[src/rtl/regfile_write_arbiter.sv]
// Register-file write-port owner: clears every register after reset or on request,
// then shares the single write port among NREQ writeback requesters round-robin.
module regfile_write_arbiter #(
    parameter int unsigned NREQ   = 3,
    parameter int unsigned DATA_W = 32,
    parameter int unsigned ADDR_W = 5,
    parameter int unsigned NREGS  = 32,
    localparam int unsigned SRC_W = $clog2(NREQ)
) (
    input  logic                     clk,
    input  logic                     rst_n,
    input  logic [NREQ-1:0]          req_valid,
    output logic [NREQ-1:0]          req_ready,
    input  logic [NREQ*ADDR_W-1:0]   req_addr,
    input  logic [NREQ*DATA_W-1:0]   req_data,
    input  logic                     init_start,
    output logic                     init_busy,
    output logic                     rf_we,
    output logic [ADDR_W-1:0]        rf_waddr,
    output logic [DATA_W-1:0]        rf_wdata,
    output logic [SRC_W-1:0]         rf_wsrc
);

    typedef enum logic [0:0] {StClear, StRun} state_e;

    state_e              state_q, state_d;
    logic [ADDR_W-1:0]   clr_cnt_q, clr_cnt_d;
    logic [SRC_W-1:0]    rr_ptr_q, rr_ptr_d;
    logic                rf_we_q, rf_we_d;
    logic [ADDR_W-1:0]   rf_waddr_q, rf_waddr_d;
    logic [DATA_W-1:0]   rf_wdata_q, rf_wdata_d;
    logic [SRC_W-1:0]    rf_wsrc_q, rf_wsrc_d;

    logic                grant_valid;
    logic [SRC_W-1:0]    grant_idx;
    logic [SRC_W-1:0]    cand;
    logic [ADDR_W-1:0]   sel_addr;
    logic [DATA_W-1:0]   sel_data;

    always_ff @(posedge clk or negedge rst_n) begin
        if (!rst_n) begin
            state_q    <= StClear;
            clr_cnt_q  <= '0;
            rr_ptr_q   <= '0;
            rf_we_q    <= 1'b0;
            rf_waddr_q <= '0;
            rf_wdata_q <= '0;
            rf_wsrc_q  <= '0;
        end else begin
            state_q    <= state_d;
            clr_cnt_q  <= clr_cnt_d;
            rr_ptr_q   <= rr_ptr_d;
            rf_we_q    <= rf_we_d;
            rf_waddr_q <= rf_waddr_d;
            rf_wdata_q <= rf_wdata_d;
            rf_wsrc_q  <= rf_wsrc_d;
        end
    end

    // Rotating priority search starting at rr_ptr; grant only in RUN.
    always_comb begin
        grant_valid = 1'b0;
        grant_idx   = '0;
        cand        = '0;
        req_ready   = '0;
        if (state_q == StRun) begin
            for (int k = 0; k < int'(NREQ); k++) begin
                cand = SRC_W'((int'(rr_ptr_q) + k) % int'(NREQ));
                if (!grant_valid && req_valid[cand]) begin
                    grant_valid = 1'b1;
                    grant_idx   = cand;
                end
            end
            if (grant_valid) begin
                req_ready[grant_idx] = 1'b1;
            end
        end
        init_busy = (state_q == StClear);
    end

    always_comb begin
        sel_addr = '0;
        sel_data = '0;
        for (int i = 0; i < int'(NREQ); i++) begin
            if (grant_idx == SRC_W'(i)) begin
                sel_addr = req_addr[i*ADDR_W +: ADDR_W];
                sel_data = req_data[i*DATA_W +: DATA_W];
            end
        end
    end

    always_comb begin
        state_d    = state_q;
        clr_cnt_d  = clr_cnt_q;
        rr_ptr_d   = rr_ptr_q;
        rf_we_d    = 1'b0;
        rf_waddr_d = rf_waddr_q;
        rf_wdata_d = rf_wdata_q;
        rf_wsrc_d  = rf_wsrc_q;
        unique case (state_q)
            StClear: begin
                rf_we_d    = 1'b1;
                rf_waddr_d = clr_cnt_q;
                rf_wdata_d = '0;
                if (clr_cnt_q == ADDR_W'(NREGS - 1)) begin
                    state_d   = StRun;
                    clr_cnt_d = '0;
                end else begin
                    clr_cnt_d = clr_cnt_q + 1'b1;
                end
            end
            StRun: begin
                if (grant_valid) begin
                    // Writes to x0 are consumed but never reach the register file.
                    rf_we_d    = |sel_addr;
                    rf_waddr_d = sel_addr;
                    rf_wdata_d = sel_data;
                    rf_wsrc_d  = grant_idx;
                    rr_ptr_d   = (grant_idx == SRC_W'(NREQ - 1)) ? '0 : grant_idx + 1'b1;
                end
                if (init_start) begin
                    state_d   = StClear;
                    clr_cnt_d = '0;
                end
            end
            default: state_d = StClear;
        endcase
    end

    assign rf_we    = rf_we_q;
    assign rf_waddr = rf_waddr_q;
    assign rf_wdata = rf_wdata_q;
    assign rf_wsrc  = rf_wsrc_q;

endmodule

[config.mk]
export PLATFORM = sky130hd
export DESIGN_NAME = regfile_write_arbiter
export DESIGN_NICKNAME = d
export VERILOG_FILES = /design/src/rtl/regfile_write_arbiter.sv
export SDC_FILE = /design/constraint.sdc
export NUM_CORES = 1
export LEC_CHECK = 0
export ABC_AREA = 1
export BUFFER_PORTS_ARGS = -buffer_cell sky130_fd_sc_hd__buf_4
export CAP_MARGIN = 40
export CORE_MARGIN = 1
export CORE_UTILIZATION = 30
export CTS_CLUSTER_SIZE = 24
export DETAILED_ROUTE_END_ITERATION = 8
export SYNTH_ARGS = -nofsm -noshare
export SYNTH_HDL_FRONTEND = slang
export SYNTH_SLANG_ARGS = --single-unit
[constraint.sdc]
create_clock -name clk -period 2.2 [get_ports clk]
set_input_delay 0.33 -clock clk [delete_from_list [all_inputs] [get_ports clk]]
set_output_delay 0.33 -clock clk [all_outputs]
set_load 0.1 [all_outputs]
### Word-level counts from Yosys, hierarchy flattened

Cells that the tools add are included.

* bitwise gates (word level): 1
* muxes and demuxes: 41
* add/subtract/negate cells: 4
* reduce and logical (&&, ||, !) cells: 8
* equal/unequal tests: 5
* div/mod/pow operators: 3
* magnitude comparators: 5

Operators by type and width (count)
* $mux W32: 4
* $mod A32 B3 Y32 const B: 2
* $pmux W32 S2: 1
* $mod A3 B3 Y32 const B: 1
* $mux W5: 6
* $pmux W5 S2: 2
* $mux W1: 14
* $lt A2 B3 Y1 const B: 4
* $mux W2: 6
* $bmux W1 S2: 3
* $mux W3: 2
* $add A5 B1 Y5 const B: 1
* $eq A5 B5 Y1 const B: 1
* $reduce_or A5 Y1: 1
* $pmux W1 S2: 2
* $add A2 B1 Y3 const B: 1
* $add A2 B2 Y3 const B: 1
* $logic_and A1 B1 Y1: 3
* $add A2 B1 Y2 const B: 1
* $demux W1 S2: 1
* $eq A2 B1 Y1 const B: 1
* $eq A2 B2 Y1 const B: 1
* $ge A2 B1 Y1 const B: 1
* $logic_not A1 Y1: 2
* 5 further kinds: 5

* register bits: 48
* word-level logic and storage cells: 74
* output and inout port bits: 44
* input port bits: 117

### Longest topological paths before layout

* depth after elaboration: 21
* depth in mapped cells: 20
* gate-level depth less buffers: 19

### Worst setup path before layout

Ideal clock, no wire load.

* path type: register -> output
* from: register rr_ptr_q[0]
* to: output port req_ready[0]
* slack: -0.973 ns
* arrival time: 2.843 ns
* buffers on the path: 2
* stages on the path, launching flop included: 14
* data required time: 1.870 ns
* path through: dfrtp_1 inv_1 ha_1 inv_1 nand2_2 nand2_2 nand3_1 nand2_1 nand2_1 nand2_2 buf_6 buf_2 nand2_1 nor2_1

* word-level cells in the longest chain between the ends: 19
* elaborated cells between the ends (all ways): 32
* classes of those cells: add/sub: 2; div: 3; order compare: 2; mux: 20; reduce/logical: 5

RTL lines
* start: declaration: line 28 `logic [SRC_W-1:0] rr_ptr_q, rr_ptr_d;`
* start signal: assignment: line 52 `rr_ptr_q <= rr_ptr_d;`
* branches (longest 17 deep; another with $mod A32 B3 Y32)
* $mux W3 *: line 74 `if (grant_valid) begin`
* $mux W3 *: line 66 `if (state_q == StRun) begin`
* end: declaration: line 13 `output logic [NREQ-1:0] req_ready,`

Every way passes the cells marked *. The select of a mux whose other input is x is not followed.

### Final worst setup path

* from: register rr_ptr_q[1]
* to: output port req_ready[0]

The elaborated chain is that of the path after synthesis.

==> impl_metrics.py <==
metrics = {
    "power": {
        "p_leak_nw": 2.59,
        "power_density_nw_per_um2": 1380,
        "swShare_pct": 57.4,
        "ir_worst_vdd_mv": 0.973,
        "internal-power_mw": 2.87,
        "power.share.clock_pct": 9.6,
        "total_switching_power_mw": 3.87,
        "power_frac_comb_pct": 69.9,
        "p_seq_share_pct": 20.5,
    },
    "clocking": {
        "clk_path_buf_depth": 2,
        "cts-htree-levels": 2,
        "cts_tree": "done",
        "clockRootBuffer": "clkbuf_8",
        "insertion_delay_ns": 0.31,
        "clk_pin_slew_worst_paths_ns": 0.09,
        "cts.sinks": 48,
        "cts-buffers-inserted": 5,
    },
    "critical_path": {
        "cp_cell_sequence": "inv_2 > ha_4 > inv_6 > nand2_4 > nand2_4 > nand2_4 > nand2_4 > nor2_4 > nand3_4 > nand3_4 > nand2_4 > nor2_4 > buf_12",
        "cp_slowest_stage_delay_ns": 0.43,
        "cp_max_fo": 6,
        "path_buf_inv": 3,
        "arrival_ns": 2.08,
        "critPathSlowestCell": "dfrtp_1",
        "crit_top_cell": "nand2_4",
        "end_kind": "output pin",
        "critPathLaunchType": "flop",
        "required_ns": 1.87,
        "critPathTopFamily": "simple AND/OR/NAND/NOR gates",
        "crit_type": "flop to output pin",
    },
    "logic_synthesis": {
        "yosysTopAreaCellShare_pct": 42.0,
        "syn_area_per_cell_um2": 7.32,
        "yosysMostFrequentCell": "nand2_1",
        "synth_seq_cells": 48,
        "synth_edf_count": 0,
        "synth_commonest_cells": "nand2_1 (155), dfrtp_1 (48), nand3_1 (33)",
        "synthCells": 390,
        "yosysTopAreaCell": "dfrtp_1",
        "synth.area.top_cells": "dfrtp_1 (42%), nand2_1 (20%), o211ai_1 (8.1%)",
        "ys_async_sr_fraction_pct": 100,
        "synth_nets": 511,
        "seq_area_frac_synth_pct": 42.0,
        "yosys_most_used_dff": "dfrtp_1",
        "syn_area_um2": 2860,
        "synthDistinctLibCells": 28,
        "yosysWarnings": 0,
    },
    "drt": {
        "highest_layer": "met4",
        "via_per_inst": 4.77,
        "drt-met1-wl_mm": 4.44,
        "routed-wl-met2_mm": 5.33,
        "num_vias": 3327,
        "wl_mm": 10.5,
        "first_iter_violations": 119,
        "ant_nets": 0,
        "wl_per_cell_um": 15.0,
        "route.met3.wl_um": 593,
        "drc": 0,
        "drtPass1Iterations": 4,
    },
    "die": {
        "coreArea_um2": 9240,
        "die_w_um": 99.6,
        "dieHeight_um": 99.6,
        "start_util_pct": 30.9,
        "rows": 35,
        "dieArea_um2": 9920,
        "ioPinCount": 161,
    },
    "min_path": {
        "hp-class": "primary input to async pin",
    },
    "timing": {
        "period_needed_ns": 2.41,
        "worst_pin_slew_ns": 0.614,
        "fmax_ghz": 0.415,
        "fin_ws_ns": -0.211,
        "rsz0062_at_grt": "yes",
        "min_period_over_period_pct": 110,
        "setup_viol": 40,
        "finClkSkew_ns": 0.00824,
        "hold_viol_final": 0,
        "max_slew_margin_pct": 59.1,
        "final_max_slew_viol_count": 0,
    },
    "finish": {
        "drive_gt1_share_pct": 45.8,
        "fin_util_pct": 52.6,
        "nets": 688,
        "antennaDiodeCount": 0,
        "finalInstanceArea_um2": 4860,
        "syn_to_final_growth_pct": 70.2,
    },
    "place": {
        "place_congestion": 0.847,
        "dp_hpwl_mm": 7.35,
        "placed_area_um2": 4310,
        "io_buffers": 160,
    },
    "global_routing": {
        "grt_max_degree": 49,
        "grt_pass1_wl_mm": 15.6,
        "grt_overflow_total": 0,
        "antenna_found_initial": 0,
        "grtUsageTotal_pct": 20.1,
        "grt_pass1_vias": 3203,
    },
    "flow_run": {
        "drv_cap": 0,
    },
    "status": {
        "status": "finished, violations left",
        "violations": "setup timing",
    },
}
[what timing repair did]
action / in CTS / in global routing
pin swaps: 9 / 28
setup buffers: 11 / 0
endpoints found under the setup margin: 17 / 43
hold buffers: 0 / 0
cloned: 0 / 2
resized for setup: 34 / 59
[sequential cells by signal (all words and copies together), names as in the netlist]
name,count
clr_cnt_q,5
rf_waddr,5
rf_wdata,32
rf_we,1
rf_wsrc,2
rr_ptr_q,2
state_q,1
[path summary, 6_finish.rpt]
path | startpoint | to | slack [ns] | depth (start not counted)
worst max register to register | rr_ptr_q[1] | rf_we | -0.17 | 20
min in group clk | init_start | state_q | 0.21 | 2
max in group asynchronous | rst_n | rr_ptr_q[0] | 1.74 | 1
worst max-delay path | rr_ptr_q[1] | req_ready[0] | -0.21 | 13
worst min register to register | rf_wdata[14] | rf_wdata[14] | 0.48 | 2
worst min-delay path | rst_n | rf_wdata[0] | 0.03 | 1
[cells by family (layout without fill, tap and decap cells)]
family,Yosys count,count (layout),share of synthesized area [%]
and+or+nand+nor,215,215,31.3
AOI/OAI and AO/OA,79,79,16.9
DFF,48,48,42.0
buffers and inverters,43,221,7.67
adders and majority gates,4,4,1.75
xor gates and xnor gates,1,1,0.307
[worst reg2reg max path, stage by stage (launching register included)]
cell     delay (ns)
dfrtp_1        0.43
inv_2          0.10
ha_4           0.18
inv_6          0.05
nand2_4        0.06
nand2_4        0.06
nand2_4        0.07
nand2_4        0.07
nor2_4         0.19
nand3_4        0.11
buf_6          0.14
nand2_4        0.06
nor2_4         0.05
buf_6          0.14
buf_12         0.15
nand2_4        0.06
nand3_2        0.08
nor2_1         0.10
nand3_1        0.07
nand2_1        0.06
inv_1          0.03
[per-stage QoR]
step	std cells	hold slack, ns	total power [mW]	setup slack, ns	TNS, ns
after detailed placement	676	0.394	5.46	-0.0165	-0.0478
after floorplan	390	0.0344	4.42	-0.105	-0.708
after global placement	676	0.391	5.40	0.0385	0
after global routing	697	0.0781	7.07	-0.313	-8.15
final	697	0.0293	6.73	-0.211	-2.96
after CTS	695	0.0627	6.43	-0.152	-1.05
[cells in the final DEF (no fill, tap or decap), types with 12 or more instances in the layout]
cell type  Yosys  routed
nand2_1      155     137
nand2_4        0      15
buf_4          3     180
o211ai_1      31      31
inv_1         15      12
o21ai_1        5      20
nand3_1       33      18
o21ai_0       32      14
nand3_2        2      13
dfrtp_1       48      47
[cell type report]
class                           instances  area (um^2)
Sequential cell                        48         1200
Clock inverter                          2         35.0
Fill cell                             879         4380
Multi-Input combinational cell        299         1730
Clock buffer                            6         72.6
Timing Repair Buffer                  193         1580
Tap cell                              129          161
Inverter                               20         85.1
[power groups by stage]
stage                     combinational, mW  clock, mW  sequential, mW
after floorplan                        1.34          0            3.08
after global placement                 4.03          0            1.37
after detailed placement               4.07          0            1.39
after CTS                              4.38      0.672            1.38
after global routing                   4.95      0.706            1.42
final                                  4.71      0.648            1.38
[metal layers]
layer  GRT usage (%)  up-vias
li1                -     1651
met1            24.8     1542
met2            35.6      122
met3            4.01       12
met4            5.20        0
met5               0        -
(Power assumes the default switching activity.)
